--- config.mk ---
export PLATFORM = sky130hd
export DESIGN_NAME = ahfp_add_arb
export DESIGN_NICKNAME = d
export VERILOG_FILES = /design/src/rtl/ahfp_add_arb.sv
export SDC_FILE = /design/constraint.sdc
export NUM_CORES = 1
export LEC_CHECK = 0
export BUFFER_PORTS_ARGS = -buffer_cell sky130_fd_sc_hd__buf_4
export CORE_AREA = 2 2 156 158
export DETAILED_ROUTE_END_ITERATION = 12
export DIE_AREA = 0 0 158 160
export SLEW_MARGIN = 5
export SYNTH_ARGS = -nofsm -noshare
export SYNTH_HDL_FRONTEND = slang
export SYNTH_SLANG_ARGS = --single-unit
--- constraint.sdc ---
create_clock -name clk -period 2.5 [get_ports clk]
set_input_delay 0.25 -clock clk [delete_from_list [all_inputs] [get_ports clk]]
set_output_delay 0.25 -clock clk [all_outputs]
set_load 0.01 [all_outputs]
--- src/rtl/ahfp_add_arb.sv ---
// ahfp_add_arb: round-robin arbiter plus two-stage issue/capture pipeline that
// shares one combinational ahfp_add floating-point adder between NUM_REQ
// requesters.
//
// Ports:
//   clk, reset            - single clock, synchronous active-high reset
//   req_valid/req_ready   - per-requester handshake (at most one ready bit high)
//   req_dataa/req_datab   - per-requester operands, requester i in [32i+31:32i]
//   add_dataa/add_datab   - stage-1 operand registers, drive the shared adder
//   add_result            - combinational sum returned by the shared adder
//   rsp_valid/rsp_ready   - response handshake
//   rsp_id/rsp_result     - requester index and registered sum
module ahfp_add_arb #(
  parameter int unsigned NUM_REQ = 4,
  parameter int unsigned ID_W    = 2
) (
  input  logic                  clk,
  input  logic                  reset,
  input  logic [NUM_REQ-1:0]    req_valid,
  output logic [NUM_REQ-1:0]    req_ready,
  input  logic [32*NUM_REQ-1:0] req_dataa,
  input  logic [32*NUM_REQ-1:0] req_datab,
  output logic [31:0]           add_dataa,
  output logic [31:0]           add_datab,
  input  logic [31:0]           add_result,
  output logic                  rsp_valid,
  input  logic                  rsp_ready,
  output logic [ID_W-1:0]       rsp_id,
  output logic [31:0]           rsp_result
);

  localparam int unsigned DATA_W = 32;

  // Stage 1: issue registers feeding the adder
  logic              s1_valid_q, s1_valid_d;
  logic [ID_W-1:0]   s1_id_q,    s1_id_d;
  logic [DATA_W-1:0] s1_a_q,     s1_a_d;
  logic [DATA_W-1:0] s1_b_q,     s1_b_d;

  // Stage 2: response registers
  logic              rsp_valid_q,  rsp_valid_d;
  logic [ID_W-1:0]   rsp_id_q,     rsp_id_d;
  logic [DATA_W-1:0] rsp_result_q, rsp_result_d;

  // Round-robin pointer
  logic [ID_W-1:0]   last_grant_q, last_grant_d;

  logic              s1_en_c;
  logic              s2_en_c;
  logic              grant_found_c;
  logic [ID_W-1:0]   grant_idx_c;
  logic [ID_W-1:0]   cand_c;
  logic              take_c;

  logic [DATA_W-1:0] dataa_arr [NUM_REQ];
  logic [DATA_W-1:0] datab_arr [NUM_REQ];

  // Unpack the flat operand buses into per-requester words
  always_comb begin
    for (int unsigned i = 0; i < NUM_REQ; i++) begin
      dataa_arr[i] = req_dataa[DATA_W*i +: DATA_W];
      datab_arr[i] = req_datab[DATA_W*i +: DATA_W];
    end
  end

  // Pipeline enables: S2 drains when empty or accepted, S1 when empty or S2 moves
  always_comb begin
    s2_en_c = !rsp_valid_q || rsp_ready;
    s1_en_c = !s1_valid_q || s2_en_c;
  end

  // Rotating-priority search starting just after the last granted index;
  // the ID_W-bit add wraps naturally because NUM_REQ is a power of two.
  always_comb begin
    grant_found_c = 1'b0;
    grant_idx_c   = '0;
    cand_c        = '0;
    for (int unsigned k = 0; k < NUM_REQ; k++) begin
      cand_c = last_grant_q + ID_W'(k + 1);
      if (!grant_found_c && req_valid[cand_c]) begin
        grant_found_c = 1'b1;
        grant_idx_c   = cand_c;
      end
    end
  end

  // Handshake qualifier; ready is suppressed while reset is asserted
  always_comb begin
    take_c    = !reset && s1_en_c && grant_found_c;
    req_ready = '0;
    if (take_c) begin
      req_ready[grant_idx_c] = 1'b1;
    end
  end

  // Next-state for both stages and the round-robin pointer
  always_comb begin
    s1_valid_d   = s1_valid_q;
    s1_id_d      = s1_id_q;
    s1_a_d       = s1_a_q;
    s1_b_d       = s1_b_q;
    rsp_valid_d  = rsp_valid_q;
    rsp_id_d     = rsp_id_q;
    rsp_result_d = rsp_result_q;
    last_grant_d = last_grant_q;

    if (s2_en_c) begin
      rsp_valid_d  = s1_valid_q;
      rsp_id_d     = s1_id_q;
      rsp_result_d = add_result;
    end

    // Operands only move on a handshake; an empty slot just clears valid
    if (s1_en_c) begin
      s1_valid_d = take_c;
      if (take_c) begin
        s1_id_d = grant_idx_c;
        s1_a_d  = dataa_arr[grant_idx_c];
        s1_b_d  = datab_arr[grant_idx_c];
      end
    end

    if (take_c) begin
      last_grant_d = grant_idx_c;
    end
  end

  // State registers; last_grant resets to the top index so requester 0 wins first
  always_ff @(posedge clk) begin
    if (reset) begin
      s1_valid_q   <= 1'b0;
      s1_id_q      <= '0;
      s1_a_q       <= '0;
      s1_b_q       <= '0;
      rsp_valid_q  <= 1'b0;
      rsp_id_q     <= '0;
      rsp_result_q <= '0;
      last_grant_q <= ID_W'(NUM_REQ - 1);
    end else begin
      s1_valid_q   <= s1_valid_d;
      s1_id_q      <= s1_id_d;
      s1_a_q       <= s1_a_d;
      s1_b_q       <= s1_b_d;
      rsp_valid_q  <= rsp_valid_d;
      rsp_id_q     <= rsp_id_d;
      rsp_result_q <= rsp_result_d;
      last_grant_q <= last_grant_d;
    end
  end

  assign add_dataa  = s1_a_q;
  assign add_datab  = s1_b_q;
  assign rsp_valid  = rsp_valid_q;
  assign rsp_id     = rsp_id_q;
  assign rsp_result = rsp_result_q;

endmodule

After elaboration in Yosys (flattened, before gate mapping) --
Cells that the tools add are included.
Word-level totals: register bits 104, output and inout port bits 103, logic and storage cells 59
Operators by class: $add $sub $neg 3, $lt $le $gt $ge 7, muxes and demuxes 25, bitwise gates (word level) 1, reduce and logical (&&, ||, !) cells 15
Operators by type and width (number):
- 32-bit binary-select mux with 2-bit select | 2
- 32-bit two-way mux | 4
- 2-bit by 3-bit < comparator with 1-bit output, second input constant | 5
- 1-bit two-way mux | 9
- 1-bit binary-select mux with 2-bit select | 4
- 2-bit two-way mux | 4
- 1-bit logical AND | 6
- 1-bit logical NOT | 6
- 2-bit adder, second input constant | 2
- 4-bit two-way mux | 1
- 3-bit greater-or-equal comparator, second input constant | 1
- 2-bit NOT with 3-bit output | 1
- 2-bit by 1-bit adder with 2-bit output, second input constant | 1
- 1-bit demux with 2-bit select | 1
- 2-bit by 1-bit greater-or-equal comparator with 1-bit output, second input constant | 1
- 1-bit logical OR | 2
- 2-bit AND reduction | 1

Longest topological paths before layout --
Gate-level depths: netlist of the first run.
depth in word-level cells 18, mapped depth 7, depth with buffers taken out 5

Worst setup path after synthesis of the first run --
Ideal clock, no wire load.
path type reg-to-output, start point register last_grant_q[0], end point output port req_ready[0], arrival time 1566 ps, slack 684 ps, cell stages (with the launch flop) 7, path buffers 2, path through dfxtp_1 -> and2b_4 -> o21a_4 -> or3_1 -> buf_2 -> buf_6 -> nor2_1
On the way: word-level cells in the longest chain between the ends 18
RTL lines:
- start, declared | line 46 | logic [ID_W-1:0] last_grant_q, last_grant_d;
- start signal, assigned | line 138 | last_grant_q <= ID_W'(NUM_REQ - 1);
- start signal, assigned | line 147 | last_grant_q <= last_grant_d;
- 2-bit by 1-bit adder with 2-bit output | line 79 | cand_c = last_grant_q + ID_W'(k + 1);
- 1-bit binary-select mux with 2-bit select | line 80 | if (!grant_found_c && req_valid[cand_c]) begin
- 1-bit two-way mux (not written as such) | line 80
- 1-bit two-way mux | line 80
- 1-bit logical NOT | line 80
- 1-bit logical AND | line 80
- 1-bit two-way mux | line 80
- 1-bit logical NOT | line 80
- [2 not listed]
- 1-bit logical NOT | line 80
- 1-bit logical AND | line 80
- 2-bit two-way mux | line 80
- 2-bit by 3-bit < comparator with 1-bit output (not written as such) / 2-bit by 1-bit greater-or-equal comparator with 1-bit output (equally long branches) | line 92 | req_ready[grant_idx_c] = 1'b1;
- 1-bit logical AND (not written as such) | line 92
- 1-bit two-way mux (not written as such) | line 92
- 1-bit demux with 2-bit select | line 92
- 4-bit two-way mux * | line 91 | if (take_c) begin
- end, declared | line 20 | output logic [NUM_REQ-1:0] req_ready,
Mark *: on every way between the ends. The rest lies on a longest branch, timed or not. The select of a mux whose other input is x is not followed.

Worst setup path after layout of the first run --
start point register last_grant_q[0], end point output port req_ready[3]
The elaborated chain is that of the path after synthesis.

==> summary.md, run 1 <==
| Metric | Value |
|---|---|
| TritonCTS clock tree | done |
| Critical Path RT | 2.25 ns |
| Period minus WS final | 2.32 ns |
| Register area | 2080 um2 |
| R2R cell count | 6 |
| Area Growth Syn to Fin | 67.3% |
| Synth Instances | 588 |
| Worst setup path end | req_ready[3] |
| Fin nets | 1256 |
| Register-to-register path setup slack | 0.48 ns |
| Die area | 25300 um2 |
| Synth area leaders | dfxtp_1, mux2i_1, nand2_1 |
| Max Fclk | 0.432 GHz |
| I/O Buffers | 397 |
| Pin count of the biggest net entering global routing | 57 |
| Post-synth top cells | dfxtp_1, nand2_1, mux2i_1 |
| Fin crit share | 92.7% |
| Total Power | 5.08 mW |
| Critical R2R Capture | add_datab[22] |
| Lkg Pwr | 4.16 nW |
| Routed wire length | 21400 um |
| Critical path arrival | 2.07 ns |
| Fill count | 2511 |
| WL per Instance | 16.6 um |
| Clock transition at the registers of the reported paths | 0.08 ns |
| Crit path from | last_grant_q[0] |
| Die Y | 160 um |
| Synthesis warning total | 0 |
| Final Hold Viols | 0 |
| Final TNS setup | 0 ns |
| Status | completed |
| Most common cell in the netlist | dfxtp_1 |
| Initial antenna violation count | 1 |
| Max H-tree Level | 3 |
| Initial DRT Pass Iterations | 4 |
| Primary FF master, synth | dfxtp_1 |
| GPL Wtd Cong | 0.785 |
| Crit path cell chain | and2b_4, o21a_4, nor3_4, buf_12, buf_12, nor2_1, buf_4 |
| Worst-margin pin slew | 0.520 ns |
| FFs w/ async S/R, synth | 0% |
| Setup bufs post-CTS | 0 |
| # setup viols final | 0 |
| Post-DR vias/cell | 4.53 |
| Post-synth EDFFs | 0 |
| Distinct cells, synth | 34 |
| Max-Cap Viols | 0 |
| Mean Syn Cell Area | 9.03 um2 |
| Top-Level Pins | 398 |
| Top-area cell type share of the netlist area | 39.2% |
| CP Capture Type | output port |
| Num CTS Buffers | 9 |
| Sequential share of the synthesized area | 39.2% |
| Slew margin rel. | 65.2% |
| Critical path class | reg -> out |
| Die width | 158 um |
| Fin Clk Skew | 0.0130 ns |
| RSZ-0062 raised after global routing | no |
| Syn Nets | 883 |
| Yosys reg bits | 104 |
| Cell accounting for the most synthesized area | dfxtp_1 |
| Max Root-Sink Buffers | 2 |
| Vias in the first global route | 5846 |
| Fraction of layout cells with a size suffix above 1 | 46.7% |
| CP max-delay cell | dfxtp_1 |
| Synthesized area | 5310 um2 |
| First-pass GRT wire length | 31400 um |
| DR DRC count | 0 |
| Worst-path maximum fanout | 39 |
| Drt initial violations | 231 |
| Tot GR Track Use | 16.0% |
| Later-pin clock latency in the skew report | 0.35 ns |
| CP max stage delay | 0.37 ns |
| Clk sink count | 104 |
| P per Cell Area | 572 nW/um2 |
| Post-CTS Hold Fix Bufs | 0 |
| Detailed-placement wirelength estimate | 16200 um |
| Row cnt | 57 |
| Global route overflow | 0 |
| CP most frequent cell | buf_12 |
| Crit start category | flip-flop |
| Slew Viols, Final | 0 |
| Antenna Nets Post-Route | 0 |
| Worst VDD drop | 0.364 mV |
| Launch point of the worst reg-to-reg path | last_grant_q[1] |
| Via count | 5844 |
| Core area | 23800 um2 |
| Multi-input gate area | 2930 um2 |
| Initial Utilization | 22.3% |
| Root buffer cell | clkbuf_16 |
| Hold WC Path Type | in -> reg |
==> power by group <==
part           total [mW]  internal [mW]  switching, mW
clock network        1.38          0.685          0.698
logic                1.71          0.936          0.772
registers            1.99           1.87          0.120
total                5.08           3.49           1.59
==> how the worst min path moves through the flow <==
stage	from	to	slack, ns	cells past startpoint
final	add_result[23]	rsp_result[23]	0.14	3
after CTS	req_datab[126]	add_datab[30]	0.12	3
after detailed placement	rsp_result[26]	rsp_result[26]	0.44	2
after global routing	req_dataa[109]	add_dataa[13]	0.12	3
after global placement	rsp_result[7]	rsp_result[7]	0.44	2
after floorplan	add_result[0]	rsp_result[0]	0.39	2
==> area by class of cell <==
class,instances,area share (%)
antenna,1,0.0282
clock buffer,9,2.54
multi-input combinational,433,33.0
clock inverter,7,0.578
sequential,104,23.4
timing repair buffer,413,35.9
tap,324,4.56
==> flip-flops by register name, indices dropped and copies added (netlist names) <==
register and flops:
add_dataa 32, s1_valid_q 1, rsp_result 32, rsp_valid 1, last_grant_q 2, s1_id_q 2
rsp_id 2, add_datab 32
==> through the flow <==
step / util (%) / hold WS, ns / instances / setup WS (ns) / area (um2)
3_5_place_dp: 36.1 / 0.444 / 1274 / 0.382 / 8600
2_1_floorplan: - / 0.390 / 588 / 0.684 / 5310
6_report: 37.3 / 0.140 / 1291 / 0.183 / 8880
3_3_place_gp: 36.1 / 0.438 / 1274 / 0.429 / 8600
4_1_cts: 37.3 / 0.117 / 1290 / 0.113 / 8880
5_1_grt: 37.3 / 0.120 / 1290 / 0.0288 / 8880
==> placed cells by master (no fill, tap or decap), drive strengths merged <==
master and n:
o21bai 1, nor3 5, clkinv 2, nor2 11, and2b 1, nand2b 3
a211oi 1, o2111ai 31, mux2i 97, o221ai 1, diode 1, nand2 103
dfxtp 104, o31ai 1, clkbuf 9, a21oi 39, o21a 1, o221a 1
buf 413, nand3 62, or3 1, o21ai 36, clkinvlp 2, inv 3
or3b 1, nor4 1, a2bb2oi 33, a21o 1, nor2b 2
==> per-layer routing <==
metal	GRT usage [%]	vias up	wire, um
met4	4.14	0	313
met1	18.3	2696	8590
met3	5.26	18	1950
met2	28.3	232	10600
met5	0	-	0
li1	-	2898	-
==> cells by family (layout without fill, tap and decap cells) <==
logic type | Yosys count | after routing | synth area share [%]
AO/OA/AOI/OAI | 146 | 146 | 19.0
buffers and inverters | 51 | 429 | 6.17
flip-flops | 104 | 104 | 39.2
multiplexers | 97 | 97 | 18.3
other | 0 | 1 | 0
AND/OR/NAND/NOR | 190 | 190 | 17.3
==> worst max-delay path, delay by kind of cell (launching register included) <==
family                 cells  cell delay, ns
and+or+nand+nor            3            0.49
AOI/OAI and AO/OA          1            0.23
DFF                        1            0.37
buffers and inverters      3            0.62
==> what timing repair did <==
| item | 4_1_cts | 5_1_grt |
|---|---|---|
| hold endpoints to repair | 0 | 0 |
| setup endpoints to repair | 0 | 2 |
| gates resized for setup | 0 | 1 |
(Power assumes the default switching activity.)
==> inputs of run 2 (changes only) <==
- PLACE_DENSITY: default -> 0.52
- SLEW_MARGIN: 5 -> 15
==> run 2 against run 1 <==
Combinational power about the same. Power increased by 2.7%. Clock power increased by 10%. Critical path type unchanged. Critical endpoint is now req_ready[0]. Largest cell class unchanged. Largest power group unchanged.
==> summary.md, run 2 (synthesized netlist as in run 1, its figures left out) <==
| Metric | Value |
|---|---|
| Die Y | 160 um |
| Max Fclk | 0.433 GHz |
| Register-to-register path setup slack | 0.46 ns |
| Post-DR vias/cell | 4.54 |
| Root buffer cell | clkbuf_16 |
| R2R cell count | 6 |
| Vias in the first global route | 5879 |
| Final TNS setup | 0 ns |
| HP Start | req_dataa[111] |
| Drt initial violations | 228 |
| Critical path arrival | 2.06 ns |
| I/O Buffers | 397 |
| Tot GR Track Use | 16.6% |
| Layout Utilization | 37.4% |
| CP Capture Type | output port |
| First-pass GRT wire length | 33000 um |
| Fraction of layout cells with a size suffix above 1 | 46.8% |
| Later-pin clock latency in the skew report | 0.35 ns |
| ANT cells | 0 |
| Core area | 23800 um2 |
| Num CTS Buffers | 9 |
| Critical R2R Capture | add_datab[4] |
| CP max stage delay | 0.42 ns |
| RSZ-0062 raised after global routing | no |
| Crit path cell chain | and2b_4, o21a_4, or3_1, buf_12, nor2_1, buf_4 |
| Commonest non-fill, non-tap cell in the layout | buf_4 |
| Period minus WS final | 2.31 ns |
| CP max-delay cell | or3_1 |
| Area Growth Syn to Fin | 67.9% |
| Clk sink count | 104 |
| Max H-tree Level | 3 |
| Max Root-Sink Buffers | 2 |
| Fin Clk Skew | 0.00831 ns |
| # setup viols final | 0 |
| Worst hold slack | 0.135 ns |
| Hold WC Path Type | in -> reg |
| Global route overflow | 0 |
| Initial DRT Pass Iterations | 4 |
| WL per Instance | 17.1 um |
| Worst VDD drop | 0.418 mV |
| Fin nets | 1257 |
| TritonCTS clock tree | done |
| Crit path from | last_grant_q[0] |
| Slew margin rel. | 62.8% |
| Critical Path RT | 2.25 ns |
| Clock transition at the registers of the reported paths | 0.07 ns |
| Cell depth of the worst min-delay path | 3 |
| Top-Level Pins | 398 |
| Max-Cap Viols | 0 |
| Slew Viols, Final | 0 |
| Die width | 158 um |
| DR DRC count | 0 |
| Initial antenna violation count | 0 |
| Antenna Nets Post-Route | 0 |
| Die area | 25300 um2 |
| P per Cell Area | 586 nW/um2 |
| Setup bufs post-CTS | 0 |
| Final Hold Viols | 0 |
| Row cnt | 57 |
| Detailed-placement wirelength estimate | 16700 um |
| WHS Endpoint | add_dataa[15] |
| Post-CTS Hold Fix Bufs | 0 |
| Launch point of the worst reg-to-reg path | last_grant_q[0] |
| GPL Wtd Cong | 0.781 |
| Via count | 5862 |
| Crit start category | flip-flop |
| Initial Utilization | 22.3% |
| Total Power | 5.22 mW |
| Worst-margin pin slew | 0.557 ns |
| Area after DPL | 8600 um2 |
| Lkg Pwr | 4.18 nW |
| Fin crit share | 92.3% |
| Most frequent cells in the layout | buf_4, dfxtp_1, nand2_1 |
| Worst-path maximum fanout | 34 |
| Critical path class | reg -> out |
| Final Cell Area | 8910 um2 |
| Status | completed |
| Pin count of the biggest net entering global routing | 66 |
| Routed wire length | 22100 um |
-- run 2: how the worst max path moves through the flow --
| stage | to | slack (ns) | cells past startpoint |
|---|---|---|---|
| global route | req_ready[0] | 0.07 | 6 |
| floorplan | req_ready[0] | 0.68 | 6 |
| finish | req_ready[0] | 0.19 | 6 |
| detailed placement | req_ready[3] | 0.33 | 6 |
| global placement | req_ready[2] | 0.35 | 6 |
| CTS | req_ready[3] | 0.04 | 5 |
-- run 2: layout make-up --
type                    count  area (um2)
well taps                 324         405
fillers                  2514       14900
repair buffers            414        3180
multi-input cells         433        2930
clock buffers              10         239
flip-flops and latches    104        2080
clock inverters             6        72.6
-- run 2: power breakdown --
| group | internal, mW | switching [mW] | leakage [nW] | total [mW] |
|---|---|---|---|---|
| Clock | 0.819 | 0.703 | 0.150 | 1.52 |
| Sequential | 1.87 | 0.120 | 0.864 | 1.99 |
| Combinational | 0.932 | 0.777 | 3.17 | 1.71 |
-- run 2: timing repair --
item / in CTS / in global routing
hold endpoints to repair: 0 / 0
endpoints found under the setup margin: 0 / 4
resized for setup: 0 / 2
-- run 2: stage by stage --
step           instances  worst slack [ns]
4_1_cts             1291            0.0383
3_3_place_gp        1275             0.347
6_report            1291             0.191
5_1_grt             1291            0.0663
2_1_floorplan        588             0.684
3_5_place_dp        1275             0.331
-- run 2: critical path: cells and delay by family, from the launching register on --
family | cells | cell delay (ns)
AND/OR/NAND/NOR | 3 | 0.76
buffers and inverters | 2 | 0.33
flip-flops | 1 | 0.37
AO/OA/AOI/OAI | 1 | 0.24
-- run 2: routing by layer --
layer	global-route usage, %	part of all wire, %	vias up
li1	-	-	2894
met1	20.7	42	2715
met2	28.2	48	235
met3	4.86	8.8	18
met4	3.81	1.4	0
met5	0	0	-
==> inputs of run 3 (changes only) <==
- CORE_AREA: 2 2 156 158 -> 4 4 153 155
- DIE_AREA: 0 0 158 160 -> 0 0 157 159
- PLACE_DENSITY: 0.52 -> 0.55
==> run 3 against run 2 <==
Flip-flop and latch count unchanged. Worst setup slack worse by 0.060 ns. Critical path depth unchanged. Final cell count down 3.6%. Clock skew up 0.0026 ns. Core utilization up 2.9 points. Combinational power about the same. Via count down 0.87%. Fmax down 2.5%. Die area down 1.3%. Critical endpoint unchanged. Largest cell class unchanged.
==> summary.md, run 3 (synthesized netlist as in run 1, its figures left out) <==
| Metric | Value |
|---|---|
| CP max-delay cell | dfxtp_1 |
| Die width | 157 um |
| # setup viols final | 0 |
| ANT cells | 0 |
| Period minus WS final | 2.37 ns |
| Post-DR vias/cell | 4.67 |
| Drt initial violations | 218 |
| CTS resizes | 0 |
| Launch point of the worst reg-to-reg path | last_grant_q[0] |
| Worst VDD drop | 0.287 mV |
| Fin Clk Skew | 0.0110 ns |
| Setup bufs post-CTS | 0 |
| Num CTS Buffers | 9 |
| Area Growth Syn to Fin | 65.8% |
| Crit path buf inv count | 2 |
| Fin crit share | 94.7% |
| Final TNS setup | 0 ns |
| CP most frequent cell | buf_4 |
| Max-Cap Viols | 0 |
| Slew Viols, Final | 0 |
| Crit path cell chain | and2b_4, o21a_4, or3_1, buf_4, nor2_1, buf_4 |
| Row cnt | 54 |
| Status | completed |
| Fill count | 2245 |
| CP Capture Type | output port |
| GPL Wtd Cong | 0.808 |
| Critical R2R Capture | add_datab[17] |
| Clock transition at the registers of the reported paths | 0.09 ns |
| Core area | 21800 um2 |
| Antenna Nets Post-Route | 0 |
| Register area | 2080 um2 |
| Initial DRT Pass Iterations | 6 |
| P_int | 3.59 mW |
| Global route overflow | 0 |
| CP max stage delay | 0.36 ns |
| Worst setup path end | req_ready[0] |
| Worst-margin pin slew | 0.620 ns |
| Routed wire length | 22600 um |
| Clk pwr share | 29.8% |
| Root buffer cell | clkbuf_16 |
| Sequential Power Share | 37.9% |
| First-pass GRT wire length | 33300 um |
| DR DRC count | 0 |
| R2R cell count | 6 |
| Lkg Pwr | 4.16 nW |
| Via count | 5811 |
| Most frequent cells in the layout | buf_4, dfxtp_1, nand2_1 |
| Total Power | 5.23 mW |
| Die Y | 159 um |
| Vias in the first global route | 5846 |
| Critical Path RT | 2.25 ns |
| Register-to-register path setup slack | 0.46 ns |
| Pin count of the biggest net entering global routing | 66 |
| Net Sw Power | 1.64 mW |
| Crit start category | flip-flop |
| Top delay family on crit path | simple AND/OR/NAND/NOR gates |
| Critical path class | reg -> out |
| Tot GR Track Use | 16.8% |
| Later-pin clock latency in the skew report | 0.36 ns |
| Hold WC Path Type | in -> reg |
| Max Root-Sink Buffers | 2 |
| Detailed-placement wirelength estimate | 17400 um |
| Critical path arrival | 2.12 ns |
| Worst path depth | 6 |
| Max H-tree Level | 3 |
| Worst-path maximum fanout | 34 |
| Initial Utilization | 24.3% |
| Fraction of layout cells with a size suffix above 1 | 46.5% |
| Clk sink count | 104 |
| Top-Level Pins | 398 |
| TritonCTS clock tree | done |
| Commonest non-fill, non-tap cell in the layout | buf_4 |
| Die area | 25000 um2 |
| Slew margin rel. | 58.7% |
| Final Hold Viols | 0 |
| Multi-input gate area | 2930 um2 |
| P per Cell Area | 595 nW/um2 |
| Sw frac | 31.4% |
| I/O Buffers | 397 |
| Crit path from | last_grant_q[0] |
| Fin nets | 1255 |
| Initial antenna violation count | 0 |
| Post-CTS Hold Fix Bufs | 0 |
| Logic pwr share | 32.2% |
| RSZ-0062 raised after global routing | no |
| Layout Utilization | 40.3% |
| Max Fclk | 0.422 GHz |
| WL per Instance | 18.2 um |
[run 3: cell count changes in the layout (fill, tap and decap cells not counted)]
cell        delta
buf_12         -4
buf_4          +2
clkbuf_8       -1
clkinv_8       +2
clkinvlp_4     -1
inv_6          -1
inv_8          +1
nand2_1        +2
nand2_2        -2
[run 3: final cells by class]
cell class | count | share of cell area (%)
Sequential cell | 104 | 23.7
Multi-Input combinational cell | 433 | 33.2
Timing Repair Buffer | 412 | 35.4
Clock inverter | 7 | 1.14
Clock buffer | 9 | 2.56
Tap cell | 280 | 3.98
[run 3: power by group through the flow]
stage | Combinational [mW] | Clock (mW) | Sequential [mW]
after floorplan | 0.767 | 0 | 2.10
after global placement | 1.71 | 0 | 2.02
after detailed placement | 1.71 | 0 | 2.02
after CTS | 1.72 | 1.62 | 1.98
after global routing | 1.82 | 1.69 | 2.01
final | 1.69 | 1.56 | 1.98
[run 3: per-stage QoR]
stage	cells	hold slack, ns	setup slack (ns)	area (um2)
floorplan	588	0.390	0.684	5310
global placement	1229	0.438	0.470	8480
detailed placement	1229	0.446	0.444	8480
CTS	1245	0.111	0.106	8800
global route	1245	0.118	0.0106	8800
finish	1245	0.125	0.132	8800
[run 3: worst reg2reg max path: stages, from the launching register on]
cell,delay [ns]
dfxtp_1,0.36
and2b_4,0.21
o21a_4,0.24
nor3_4,0.21
buf_12,0.33
mux2i_1,0.41
o2111ai_1,0.14
[run 3: worst min-delay path by stage]
stage	startpoint	endpoint	slack, ns	cells after the start
2_1_floorplan	add_result[0]	rsp_result[0]	0.39	2
3_3_place_gp	rsp_result[22]	rsp_result[22]	0.44	2
3_5_place_dp	rsp_result[3]	rsp_result[3]	0.45	2
4_1_cts	req_dataa[111]	add_dataa[15]	0.11	3
5_1_grt	req_dataa[112]	add_dataa[16]	0.12	3
6_report	add_result[0]	rsp_result[0]	0.13	3
[run 3: routing by layer]
| metal | track usage, % | vias to the layer above | wire length (um) |
|---|---|---|---|
| li1 | - | 2888 | - |
| met1 | 20.1 | 2660 | 9080 |
| met2 | 29.2 | 241 | 11100 |
| met3 | 5.19 | 22 | 2040 |
| met4 | 4.10 | 0 | 377 |
| met5 | 0 | - | 0 |
